File: src/rtl/ctrl_multiciclo.sv
// Multicycle RV32I control unit: sequences fetch/decode/execute/memory/writeback over one shared
// ULA and one memory port, tolerates memory wait states, counts retirements and traps illegal code.
module ctrl_multiciclo #(
  parameter int unsigned MEM_TIMEOUT = 15,
  parameter int unsigned CNT_W       = 32
) (
  input  logic             iCLK,
  input  logic             iRST,
  input  logic [6:0]       iOpcode,
  input  logic [2:0]       iFunct3,
  input  logic             iFunct7b5,
  input  logic             iZero,
  input  logic             iMemReady,
  output logic             oPCWrite,
  output logic             oIRWrite,
  output logic             oIorD,
  output logic             oMemRead,
  output logic             oMemWrite,
  output logic             oRegWrite,
  output logic [1:0]       oMem2Reg,
  output logic [1:0]       oOrigAULA,
  output logic [1:0]       oOrigBULA,
  output logic [4:0]       oULAControl,
  output logic [1:0]       oOrigPC,
  output logic [3:0]       oEstado,
  output logic [CNT_W-1:0] oNInstr,
  output logic             oErro
);

  localparam int unsigned WAIT_W = 8;

  localparam logic [6:0] OP_R      = 7'b0110011;
  localparam logic [6:0] OP_I      = 7'b0010011;
  localparam logic [6:0] OP_LOAD   = 7'b0000011;
  localparam logic [6:0] OP_STORE  = 7'b0100011;
  localparam logic [6:0] OP_BRANCH = 7'b1100011;
  localparam logic [6:0] OP_JAL    = 7'b1101111;
  localparam logic [6:0] OP_JALR   = 7'b1100111;
  localparam logic [6:0] OP_LUI    = 7'b0110111;
  localparam logic [6:0] OP_AUIPC  = 7'b0010111;

  localparam logic [4:0] ALU_ADD = 5'b00000;
  localparam logic [4:0] ALU_SUB = 5'b01000;

  localparam logic [1:0] A_PC    = 2'b00;
  localparam logic [1:0] A_OLDPC = 2'b01;
  localparam logic [1:0] A_RS1   = 2'b10;
  localparam logic [1:0] A_ZERO  = 2'b11;
  localparam logic [1:0] B_RS2   = 2'b00;
  localparam logic [1:0] B_FOUR  = 2'b01;
  localparam logic [1:0] B_IMM   = 2'b10;

  localparam logic [1:0] WB_ALUOUT = 2'b00;
  localparam logic [1:0] WB_MDR    = 2'b01;
  localparam logic [1:0] WB_PC4    = 2'b10;

  localparam logic [1:0] PC_ALU    = 2'b00;
  localparam logic [1:0] PC_ALUOUT = 2'b01;

  typedef enum logic [3:0] {
    S_FETCH  = 4'd0,
    S_DECODE = 4'd1,
    S_EXEC_R = 4'd2,
    S_EXEC_I = 4'd3,
    S_ADDR   = 4'd4,
    S_MEM_RD = 4'd5,
    S_MEM_WB = 4'd6,
    S_MEM_WR = 4'd7,
    S_BRANCH = 4'd8,
    S_JAL    = 4'd9,
    S_JALR   = 4'd10,
    S_LUI    = 4'd11,
    S_WB_ALU = 4'd12,
    S_ERRO   = 4'd15
  } state_t;

  state_t              state;
  state_t              state_nx;
  logic [WAIT_W-1:0]   wait_cnt;
  logic                retire;
  logic                mem_tmo;
  logic                in_wait;

  // Last permitted stall cycle: the next !iMemReady would exceed the budget.
  assign mem_tmo = (wait_cnt >= WAIT_W'(MEM_TIMEOUT - 1));
  assign in_wait = (state == S_FETCH) || (state == S_MEM_RD) || (state == S_MEM_WR);
  assign oEstado = 4'(state);

  // Next state and Moore strobes (FETCH/MEM_* additionally gated by iMemReady).
  always_comb begin
    state_nx    = state;
    retire      = 1'b0;
    oPCWrite    = 1'b0;
    oIRWrite    = 1'b0;
    oIorD       = 1'b0;
    oMemRead    = 1'b0;
    oMemWrite   = 1'b0;
    oRegWrite   = 1'b0;
    oMem2Reg    = WB_ALUOUT;
    oOrigAULA   = A_PC;
    oOrigBULA   = B_RS2;
    oULAControl = ALU_ADD;
    oOrigPC     = PC_ALU;

    case (state)
      S_FETCH: begin
        oIorD     = 1'b0;
        oMemRead  = 1'b1;
        oOrigAULA = A_PC;
        oOrigBULA = B_FOUR;
        if (iMemReady) begin
          oIRWrite = 1'b1;
          oPCWrite = 1'b1;
          oOrigPC  = PC_ALU;
          state_nx = S_DECODE;
        end else if (mem_tmo) begin
          state_nx = S_ERRO;
        end
      end

      S_DECODE: begin
        oOrigAULA = A_OLDPC;
        oOrigBULA = B_IMM;
        case (iOpcode)
          OP_R:               state_nx = S_EXEC_R;
          OP_I, OP_AUIPC:     state_nx = S_EXEC_I;
          OP_LOAD, OP_STORE:  state_nx = S_ADDR;
          OP_BRANCH:          state_nx = S_BRANCH;
          OP_JAL:             state_nx = S_JAL;
          OP_JALR:            state_nx = S_JALR;
          OP_LUI:             state_nx = S_LUI;
          default:            state_nx = S_ERRO;
        endcase
      end

      S_EXEC_R: begin
        oOrigAULA   = A_RS1;
        oOrigBULA   = B_RS2;
        oULAControl = {1'b0, iFunct7b5, iFunct3};
        state_nx    = S_WB_ALU;
      end

      // AUIPC shares this state; the IR opcode selects oldPC + imm.
      S_EXEC_I: begin
        oOrigBULA = B_IMM;
        if (iOpcode == OP_AUIPC) begin
          oOrigAULA   = A_OLDPC;
          oULAControl = ALU_ADD;
        end else begin
          oOrigAULA   = A_RS1;
          oULAControl = {1'b0, (iFunct3 == 3'b101) ? iFunct7b5 : 1'b0, iFunct3};
        end
        state_nx = S_WB_ALU;
      end

      S_WB_ALU: begin
        oRegWrite = 1'b1;
        oMem2Reg  = WB_ALUOUT;
        retire    = 1'b1;
        state_nx  = S_FETCH;
      end

      S_ADDR: begin
        oOrigAULA = A_RS1;
        oOrigBULA = B_IMM;
        state_nx  = (iOpcode == OP_LOAD) ? S_MEM_RD : S_MEM_WR;
      end

      S_MEM_RD: begin
        oIorD    = 1'b1;
        oMemRead = 1'b1;
        if (iMemReady)    state_nx = S_MEM_WB;
        else if (mem_tmo) state_nx = S_ERRO;
      end

      S_MEM_WB: begin
        oRegWrite = 1'b1;
        oMem2Reg  = WB_MDR;
        retire    = 1'b1;
        state_nx  = S_FETCH;
      end

      S_MEM_WR: begin
        oIorD     = 1'b1;
        oMemWrite = 1'b1;
        if (iMemReady) begin
          retire   = 1'b1;
          state_nx = S_FETCH;
        end else if (mem_tmo) begin
          state_nx = S_ERRO;
        end
      end

      // Only beq/bne are supported; any other funct3 traps without touching PC.
      S_BRANCH: begin
        oOrigAULA   = A_RS1;
        oOrigBULA   = B_RS2;
        oULAControl = ALU_SUB;
        if (iFunct3 == 3'b000 || iFunct3 == 3'b001) begin
          if ((iFunct3 == 3'b000) ? iZero : !iZero) begin
            oPCWrite = 1'b1;
            oOrigPC  = PC_ALUOUT;
          end
          retire   = 1'b1;
          state_nx = S_FETCH;
        end else begin
          state_nx = S_ERRO;
        end
      end

      S_JAL: begin
        oRegWrite = 1'b1;
        oMem2Reg  = WB_PC4;
        oPCWrite  = 1'b1;
        oOrigPC   = PC_ALUOUT;
        retire    = 1'b1;
        state_nx  = S_FETCH;
      end

      S_JALR: begin
        oOrigAULA = A_RS1;
        oOrigBULA = B_IMM;
        oRegWrite = 1'b1;
        oMem2Reg  = WB_PC4;
        oPCWrite  = 1'b1;
        oOrigPC   = PC_ALU;
        retire    = 1'b1;
        state_nx  = S_FETCH;
      end

      S_LUI: begin
        oOrigAULA = A_ZERO;
        oOrigBULA = B_IMM;
        state_nx  = S_WB_ALU;
      end

      S_ERRO: state_nx = S_ERRO;

      default: state_nx = S_ERRO;
    endcase
  end

  // State, retirement counter, sticky error and memory wait counter.
  always_ff @(posedge iCLK) begin
    if (iRST) begin
      state    <= S_FETCH;
      oNInstr  <= '0;
      oErro    <= 1'b0;
      wait_cnt <= '0;
    end else begin
      state <= state_nx;
      if (retire) oNInstr <= oNInstr + CNT_W'(1);
      if (state_nx == S_ERRO) oErro <= 1'b1;
      if (state_nx != state) wait_cnt <= '0;
      else if (in_wait && !iMemReady) wait_cnt <= wait_cnt + WAIT_W'(1);
    end
  end

endmodule
File: config.mk
export PLATFORM = sky130hd
export DESIGN_NAME = ctrl_multiciclo
export DESIGN_NICKNAME = d
export VERILOG_FILES = /design/src/rtl/ctrl_multiciclo.sv
export SDC_FILE = /design/constraint.sdc
export NUM_CORES = 1
export LEC_CHECK = 0
export ABC_AREA = 1
export BUFFER_PORTS_ARGS = -buffer_cell sky130_fd_sc_hd__buf_2
export CAP_MARGIN = 30
export CORE_ASPECT_RATIO = 0.5
export CORE_MARGIN = 3
export CORE_UTILIZATION = 30
export CTS_BUF_LIST = sky130_fd_sc_hd__clkbuf_16
export DETAILED_ROUTE_END_ITERATION = 12
export MAX_ROUTING_LAYER = met4
export SYNTH_ARGS = -nofsm -noshare
export SYNTH_HDL_FRONTEND = slang
export SYNTH_SLANG_ARGS = --single-unit
File: constraint.sdc
create_clock -name iCLK -period 2.54 [get_ports iCLK]
set_clock_uncertainty 0.15 [all_clocks]
set_input_delay 0.635 -clock iCLK [delete_from_list [all_inputs] [get_ports iCLK]]
set_output_delay 0.635 -clock iCLK [all_outputs]
set_load 0.02 [all_outputs]
-- Yosys cells after proc, flatten, opt, wreduce, memory -nomap -nowiden
Cells that the tools add are included.
- $add $sub $neg: 2
- reductions and logical operators: 18
- magnitude comparators: 1
- equal/unequal tests: 25
- muxes and demuxes: 30
- operators with widths (cell ; number):
    $add 32x1->32 const B ; 1
    $pmux 4 s8 ; 1
    $pmux 4 s7 ; 1
    $eq 4x4->1 const B ; 6
    $mux 4 ; 6
    $eq 7x6->1 const B ; 3
    $eq 7x7->1 const B ; 3
    $eq 4x3->1 const B ; 4
    $eq 7x5->1 const B ; 2
    $mux 1 ; 13
    $pmux 4 s3 ; 1
    $reduce_or 2->1 ; 6
    $add 8x1->8 const B ; 1
    $eq 4x2->1 const B ; 2
    $ge 8x4->1 const B ; 1
    $pmux 2 s2 ; 2
    $pmux 2 s4 ; 1
    $reduce_or 4->1 ; 2
    $eq 7x2->1 const B ; 1
    $pmux 1 s3 ; 2
    $reduce_or 5->1 ; 1
    $eq 4x1->1 const B ; 1
    $logic_not 4->1 ; 1
    $mux 2 ; 2
    9 further kinds ; 12
- word-level logic and storage cells: 80
- output and inout bits: 56
- register bits after elaboration: 45

-- Depth between registers and ports, before layout
- depth in word-level cells: 6
- mapped depth: 16
- depth with buffers taken out: 16

-- Worst setup path after synthesis
Ideal clock, no wire load.
- path kind: input to output
- start: input port iOpcode[1]
- end: output port oOrigAULA[0]
- data required time: 1.755 ns
- stages: 4
- setup slack: 0.113 ns
- arrival: 1.642 ns
- path through: nand2_1 > nor3_1 > nand2_1 > o31ai_1
- word-level cells in the longest chain between the ends: 3
- RTL lines (element ; line ; RTL):
    start: declaration ; 9 ; input logic [6:0] iOpcode,
    $eq 7x5->1 ; 146 ; if (iOpcode == OP_AUIPC) begin
    $mux 2 ; 146 ;
    $pmux 2 s4 ; 105 ; case (state)
    end: declaration ; 21 ; output logic [1:0] oOrigAULA,
Every way passes these cells.

-- Worst setup path after layout
- start: register state[2] (netlist: oEstado[2])
- end: output port oPCWrite
- word-level cells in the longest chain between the ends: 3
- elaborated cells between the ends (all ways): 6
- those cells by class: 3 x eq/ne; 1 x mux; 2 x reduce/logical
- RTL lines (element ; line ; RTL):
    start: declaration ; 77 ; state_t state;
    start signal: assignment ; 251 ; state <= state_nx;
    $eq 4x4->1 ; 105 ;
    $reduce_or 2->1 (no source line) ; n/a ;
    $pmux 1 s3 (*) ; 105 ;
    end: declaration ; 14 ; output logic oPCWrite,
Mark *: on every way between the ends. The rest lies on a longest branch, timed or not.

==> reports/results.ini <==
[run_status]
status = finished clean

[cts]
clockBufferDepth = 2
clk-insertion-delay-late_ps = 290
htree_levels = 2
numClockSinks = 45
cts_tree = yes
cts_made_buffers = 5
hold_buffers = 0
cts.repair.resized = 7
cts_setup_buffers = 0
clkTransAtPathRegs_ps = 60
root_buffer = clkbuf_16

[power_and_ir_drop]
leakage_nw = 1.683
powerDensity_nw_per_um2 = 801.7
power_w = 0.002958
ir_worst_vdd_mv = 0.2538

[sta]
finalSetupViolations = 0
fmax_mhz = 406.2
period_needed_ps = 2462
hold_viol = 0
relSlewSlack_pct = 55.62
whs_ps = 305.2
worst_pin_slew_ps = 659.7
finalMaxSlewViolations = 0
finalCritPeriodShare_pct = 96.93
finalSetupTns_ps = 0

[worst_hold_path]
hp-start = oErro$_SDFFE_PP0N_
min_path_type = flop to flop
min_delay_path_depth = 2
worstHoldEndpoint = oErro$_SDFFE_PP0N_

[final_layout]
antenna_cells = 0
fin_nets = 575
final_cells = 693
drive_gt1_share_pct = 22.76
area_growth_pct = 23.03
finish.instance_area_um2 = 3690

[routing]
vias_per_cell = 4.556
remaining_drc_errors = 0
drtIter0Drc = 173
vias = 3157
drt_first_pass_iters = 4
detail-route-antenna-nets = 0
wl_per_cell_um = 11.76
wl_mm = 8.149

[worst_setup_path]
regToRegSetupSlack_ps = 430
start_kind = flop
r2r_start = oEstado[0]$_SDFF_PP0_
critPathCaptureType = output pin
reg2reg_to = oNInstr[17]$_SDFFE_PP0P_
rr_worst_depth = 11
slowest_stage = or3b_2
cpPeakStageDelay_ps = 450
cp.required_ps = 1750
cp.arrival_ps = 1680
worst-path-max-fanout = 6
crit_chain = inv_4 -> nand2_4 -> inv_2 -> nand2_2 -> or3_4 -> or3b_2 -> buf_6
worstSetupPathType = flop to output pin

[die]
initial_core_util_pct = 31.33
die_h_um = 76.70
core_area_um2 = 9572
rows = 25
die_w_um = 147.4
die_area_um2 = 11310
pin_count = 71

[global_routing]
overflow = 0
antenna_found_initial = 0
grt_max_degree = 20
grt_pass1_vias = 2997
grt_pass1_wl_mm = 13.85
track_usage_pct = 14.96

[synthesis]
synth_edf_count = 0
synth_seq_area_share_pct = 30.04
synth_cells = 483
ys_seq_elements = 45
synth-main-ff-cell = dfxtp_1
yosysUniqueCellTypes = 37
synthTopCellsByArea = dfxtp_1 30%, nand2_1 14%, inv_1 8.3%
ys_warn_count = 0
async_reset_ff_share_pct = 0
syn_avg_cell_area_um2 = 6.209
synth_area_um2 = 2999
synth_top_area_share_pct = 30.04
yosysTopAreaCell = dfxtp_1

[placed_design]
placed_cells = 685
dp_hpwl_mm = 6.427
post_dp_cell_area_um2 = 3507
place.port_buffers = 68
gp_congestion = 0.8884

[job]
maxCapViolCount = 0

## final cells by class
type,count,area [um^2]
Fill cell,1090,5882
Multi-Input combinational cell,358,1808
Sequential cell,45,910.9
Timing Repair Buffer,73,384.1
Inverter,74,280.3
Tap cell,135,168.9
Clock buffer,5,125.1
Clock inverter,3,12.51
## metal layers
metal / part of all wire (%) / up-vias / track usage (%) / wire (um)
met2: 42 / 70 / 23.30 / 3461
met1: 51 / 1388 / 19.76 / 4196
li1: - / 1690 / - / -
met5: 0 / - / - / 0
met4: 1.3 / 0 / 4.368 / 104
met3: 4.7 / 9 / 3.070 / 386
## worst max path at each step
stage | end | from | slack, ps
floorplan | oOrigAULA[0] | iOpcode[1] | 110
global placement | oPCWrite | iFunct3[2] | 140
detailed placement | oULAControl[1] | iOpcode[6] | 90
CTS | oPCWrite | oEstado[2]$_SDFF_PP0_ | 20
global route | oPCWrite | oEstado[3]$_SDFF_PP0_ | -20
finish | oPCWrite | oEstado[2]$_SDFF_PP0_ | 80
## report_power, final
group	total [W]	internal (W)	switching, W
logic	0.00147	0.000470	0.00100
registers	0.000853	0.000767	0.0000859
clock network	0.000635	0.000357	0.000278
total	0.00296	0.00159	0.00136
## cells in the mapped netlist (all sizes together) (2+ instances only)
master,instances
a31oi,2
inv,74
nand3,32
nor3,20
nand4,13
ha,3
xor2,13
a21oi,36
dfxtp,45
clkbuf,3
and3,2
xnor2,7
buf,4
nand2,121
nor2,77
o21ai,20
o31ai,2
## flip-flops by register name, indices dropped and copies added (netlist names)
register	cells
wait_cnt	8
oNInstr	32
oEstado	4
oErro	1
## cell families after synthesis
family,share of synthesized area (%)
AO/OA/AOI/OAI,11.56
flip-flops,30.04
AND/OR/NAND/NOR,40.18
buffers and inverters,10.68
XOR/XNOR,5.841
adder cells (fa/ha/maj),1.252
multiplexers,0.3338
other,0.1250
## cells in the final DEF (no fill, tap or decap), drive strengths merged, types with 5 or more instances in the layout
| cell | Yosys | routed |
|---|---|---|
| a21oi | 36 | 36 |
| inv | 74 | 74 |
| nor2 | 77 | 77 |
| nand3 | 32 | 32 |
| o21ai | 20 | 20 |
| nor3 | 20 | 20 |
| clkbuf | 3 | 5 |
| xor2 | 13 | 13 |
| xnor2 | 7 | 7 |
| dfxtp | 45 | 45 |
| nand4 | 13 | 13 |
| nand2 | 121 | 121 |
| buf | 4 | 73 |
## worst max-delay path: cells and delay by family, from the launching register on
kind,cells,cell delay (ps)
buf+inv,3,260
flops,1,380
simple gates,4,750
## per-stage QoR
| stage | worst slack, ps | utilization (%) |
|---|---|---|
| final | 78.02 | 38.55 |
| after CTS | 15.19 | 38.25 |
| after global placement | 136.1 | 36.64 |
| after detailed placement | 94.41 | 36.64 |
| after global routing | -18.05 | 38.55 |
| after floorplan | 112.9 | - |
Note: power is estimated with default switching activity, not from simulation.
